==> src/rtl/lpm_fifo2.sv <==
// Single-clock FIFO with non-power-of-2 depth, normal or show-ahead read, sticky error flags.
// Status flags come only from the registered occupancy count.
module lpm_fifo2 #(
  parameter int unsigned lpm_width          = 8,
  parameter int unsigned lpm_widthu         = 3,
  parameter int unsigned lpm_numwords       = 5,
  parameter int unsigned lpm_showahead      = 0,
  parameter int unsigned allow_rw_when_full = 0,
  parameter int unsigned almost_full_level  = 4,
  parameter int unsigned almost_empty_level = 1
) (
  input  logic                  clock,
  input  logic                  sclr_n,
  input  logic [lpm_width-1:0]  data,
  input  logic                  wrreq,
  input  logic                  rdreq,
  output logic [lpm_width-1:0]  q,
  output logic [lpm_widthu:0]   usedw,
  output logic                  full,
  output logic                  empty,
  output logic                  almost_full,
  output logic                  almost_empty,
  output logic                  overflow,
  output logic                  underflow
);

  localparam logic [lpm_widthu-1:0] LastIdx  = lpm_widthu'(lpm_numwords - 1);
  localparam logic [lpm_widthu:0]   NumWords = (lpm_widthu + 1)'(lpm_numwords);

  logic [lpm_width-1:0]  mem [lpm_numwords];
  logic [lpm_widthu-1:0] wr_ptr_q, wr_ptr_d, rd_ptr_q, rd_ptr_d;
  logic [lpm_widthu:0]   usedw_q, usedw_d;
  logic [lpm_width-1:0]  q_q, q_d;
  logic                  overflow_q, overflow_d, underflow_q, underflow_d;
  logic                  wr_ok, rd_ok;
  logic [31:0]           usedw_ext;

  function automatic logic [lpm_widthu-1:0] ptr_inc(input logic [lpm_widthu-1:0] p);
    return (p == LastIdx) ? '0 : p + 1'b1;
  endfunction

  assign full         = (usedw_q == NumWords);
  assign empty        = (usedw_q == '0);
  assign usedw_ext    = 32'(usedw_q);
  assign almost_full  = (usedw_ext >= almost_full_level);
  assign almost_empty = (usedw_ext <= almost_empty_level);

  assign wr_ok = wrreq & (~full | ((allow_rw_when_full != 0) & rdreq));
  assign rd_ok = rdreq & ~empty;

  always_comb begin
    wr_ptr_d    = wr_ok ? ptr_inc(wr_ptr_q) : wr_ptr_q;
    rd_ptr_d    = rd_ok ? ptr_inc(rd_ptr_q) : rd_ptr_q;
    usedw_d     = usedw_q;
    if (wr_ok && !rd_ok) usedw_d = usedw_q + 1'b1;
    if (rd_ok && !wr_ok) usedw_d = usedw_q - 1'b1;
    overflow_d  = overflow_q | (wrreq & ~wr_ok);
    underflow_d = underflow_q | (rdreq & empty);
  end

  // Show-ahead: q tracks the post-edge head; forward data when the head is the slot being written.
  always_comb begin
    q_d = q_q;
    if (lpm_showahead == 0) begin
      if (rd_ok) q_d = mem[rd_ptr_q];
    end else if (usedw_d != '0) begin
      q_d = (wr_ok && (wr_ptr_q == rd_ptr_d)) ? data : mem[rd_ptr_d];
    end
  end

  always_ff @(posedge clock) begin
    if (wr_ok) mem[wr_ptr_q] <= data;
  end

  always_ff @(posedge clock) begin
    if (!sclr_n) begin
      wr_ptr_q    <= '0;
      rd_ptr_q    <= '0;
      usedw_q     <= '0;
      q_q         <= '0;
      overflow_q  <= 1'b0;
      underflow_q <= 1'b0;
    end else begin
      wr_ptr_q    <= wr_ptr_d;
      rd_ptr_q    <= rd_ptr_d;
      usedw_q     <= usedw_d;
      q_q         <= q_d;
      overflow_q  <= overflow_d;
      underflow_q <= underflow_d;
    end
  end

  assign q         = q_q;
  assign usedw     = usedw_q;
  assign overflow  = overflow_q;
  assign underflow = underflow_q;

endmodule

==> config.mk <==
export PLATFORM = sky130hd
export DESIGN_NAME = lpm_fifo2
export DESIGN_NICKNAME = d
export VERILOG_FILES = /design/src/rtl/lpm_fifo2.sv
export SDC_FILE = /design/constraint.sdc
export NUM_CORES = 1
export LEC_CHECK = 0
export ABC_CLOCK_PERIOD_IN_PS = 2200
export CORE_MARGIN = 2
export CORE_UTILIZATION = 49
export CTS_CLUSTER_SIZE = 16
export DETAILED_ROUTE_END_ITERATION = 8
export PLACE_DENSITY = 0.77
export SYNTH_ARGS = -nofsm -noshare
export SYNTH_HDL_FRONTEND = slang
export SYNTH_SLANG_ARGS = --single-unit
==> constraint.sdc <==
create_clock -name clock -period 2.2 [get_ports clock]
set_clock_uncertainty 0.05 [all_clocks]
set_input_delay 0.33 -clock clock [delete_from_list [all_inputs] [get_ports clock]]
set_output_delay 0.33 -clock clock [all_outputs]
set_load 0.01 [all_outputs]
==> flow_summary.ini <==
[timing]
rsz0062_at_grt = false
tightest_slew_ns = 0.510
finalHoldViolations = 0
setup_violations = 0
fmaxAchievable_mhz = 486
timing.final.crit_period_ns = 2.06
post-route-period-util_pct = 93.5
slew_headroom_pct = 66.0
final_max_slew_viol_count = 0

[pwr]
power.total_w = 0.00358
ir_drop_mv = 0.493
pwr_density_cell_nw_per_um2 = 1110
p_leak_nw = 1.19

[synth]
syn_nets = 203
synth_warnings = 0
synthFlopType = edfxtp_1
synth_edf_count = 40
syn_area_um2 = 2510
synth_cell_types = 35
synth.avg_cell_area_um2 = 13.8
ys_seq_elements = 60
synthCells = 182
ys_seq_area_share_pct = 63.7
synthArstFlopShare_pct = 0

[clocking]
cts.sinks = 60
clockBufferDepth = 2
clk_latency_ns = 0.33
cts_tree = done
cts_root_buf = clkbuf_8
cts_hold_buf = 0
ctsResizeCount = 2
post_cts_buffers = 0
cts.clk_slew.worst_paths_ns = 0.06
h-tree-depth = 3
numCtsBuffers = 9

[grt]
grt_pass1_wl_mm = 7.43
first_global_vias = 1506
antenna_found_initial = 0
grt_max_degree = 21
grtUsageTotal_pct = 18.6
grt_overflow = 0

[floorplan]
die_w_um = 75.6
ios = 30
core-area_um2 = 5040
die_area_um2 = 5720
die_h_um = 75.6
start_util_pct = 49.9
rows = 26

[layout]
nFillCells = 393
layout-drive-gt1-share_pct = 23.4
final_area_um2 = 3210
n_antenna_cell = 0
finalNetCount = 255
syn_to_final_growth_pct = 27.9
layout_commonest_cell = edfxtp_1
final_cell_mix = edfxtp_1 (40), clkdlybuf4s50_1 (27), dfxtp_1 (20)

[drt]
wl_per_cell_um = 15.5
num_vias = 1646
dr.pass1.iters = 7
ant_nets = 0
vias_per_cell = 5.33
drtIter0Drc = 132
routed_wl_mm = 4.78
drc_errors = 0

[worst_setup_path]
required_ns = 2.41
end_kind = register
r2r_setup_slack_ns = 0.14
reg2regPathDepth = 9
critical_path_class = reg2reg
reg2reg_from = usedw[1]$_SDFFE_PN0P_
regToRegEndpoint = usedw[3]$_SDFFE_PN0P_
cp-endpoint = usedw[3]$_SDFFE_PN0P_
timing.critical_path.from = usedw[1]$_SDFFE_PN0P_
arrival_ns = 2.27
path_max_fanout = 6
cp-start-kind = register

[placement]
io_buffer_count = 29
globalplace.congestion = 0.829
place_hpwl_mm = 3.19
placed_area_um2 = 3010

[outcome]
status = complete, no violations

[job]
max_cap_viol_count = 0

[worst_hold_path]
worst_hold_path_type = reg2reg
-- worst min path at each step --
stage	cells past startpoint	from	to	slack, ns
2_1_floorplan	0	data[0]	mem[0][0]$_DFFE_PP_	0.38
3_3_place_gp	2	overflow$_SDFF_PN0_	overflow$_SDFF_PN0_	0.40
3_5_place_dp	2	underflow$_SDFF_PN0_	underflow$_SDFF_PN0_	0.41
4_1_cts	2	underflow$_SDFF_PN0_	underflow$_SDFF_PN0_	0.42
5_1_grt	2	underflow$_SDFF_PN0_	underflow$_SDFF_PN0_	0.49
6_report	2	underflow$_SDFF_PN0_	underflow$_SDFF_PN0_	0.42
-- logic make-up after synthesis --
group	synth area share, %
adders and majority gates	4.48
buffers and inverters	3.73
DFF	63.7
AOI/OAI and AO/OA	11.3
xor gates and xnor gates	0.697
muxes	9.01
and+or+nand+nor	7.02
-- cell type report --
class / instances / area [um^2] / area share (%)
Sequential cell: 60 / 1600 / 49.8
Multi-Input combinational cell: 104 / 833 / 25.9
Timing Repair Buffer: 48 / 443 / 13.8
Clock buffer: 10 / 128 / 3.97
Tap cell: 70 / 87.6 / 2.72
Clock inverter: 6 / 78.8 / 2.45
Inverter: 11 / 42.5 / 1.32
-- cell usage after synthesis, types with 2 or more instances --
cell      number  area [um^2]
a211oi_1       9         67.6
a21oi_1       18         90.1
a222oi_1       8         80.1
a31oi_1        2         12.5
clkbuf_1       3         11.3
dfxtp_1       20          400
edfxtp_1      40         1200
ha_1           9          113
inv_1          9         33.8
mux2_2         9          101
mux2_4         7          105
mux2i_1        2         20.0
nand2_1        2         7.51
nand3_1        4         20.0
nor2_1         7         26.3
nor3_1         4         20.0
nor4_1         4         25.0
o21ai_0        7         35.0
xor2_1         2         17.5
-- critical path, stage by stage, from the launching register on --
cell      delay (ns)
dfxtp_1         0.34
inv_2           0.06
ha_1            0.17
or3b_4          0.23
clkinv_2        0.10
nor2_4          0.10
ha_1            0.16
or4b_1          0.45
a21oi_2         0.16
mux2i_1         0.18
-- routing by layer --
layer,vias to the layer above,GRT usage [%],wire length [um]
met4,0,8.38,83
met1,776,24.8,2110
met2,54,27.5,2280
li1,807,-,-
met3,9,6.48,308
met5,-,0,0
-- power by group --
| part | internal (W) | switching (W) |
|---|---|---|
| sequential | 0.00133 | 0.0000772 |
| clock | 0.000628 | 0.000400 |
| combinational | 0.000599 | 0.000542 |
| total | 0.00256 | 0.00102 |
-- registers in the layout, summed over array words and instances, names as in the netlist --
name       count
mem           40
underflow      1
wr_ptr_q       3
usedw          4
overflow       1
rd_ptr_q       3
q              8
-- through the flow --
stage / cells / utilization (%) / hold WS, ns / TNS (ns) / worst slack (ns)
after detailed placement: 293 / 59.6 / 0.410 / 0 / 0.0647
after global placement: 293 / 59.6 / 0.404 / 0 / 0.116
final: 309 / 63.7 / 0.422 / 0 / 0.142
after global routing: 309 / 63.7 / 0.486 / 0 / 0.0168
after floorplan: 182 / - / 0.379 / -3.17 / -0.184
after CTS: 309 / 63.7 / 0.424 / 0 / 0.0874
Note: power is estimated with default switching activity, not from simulation.
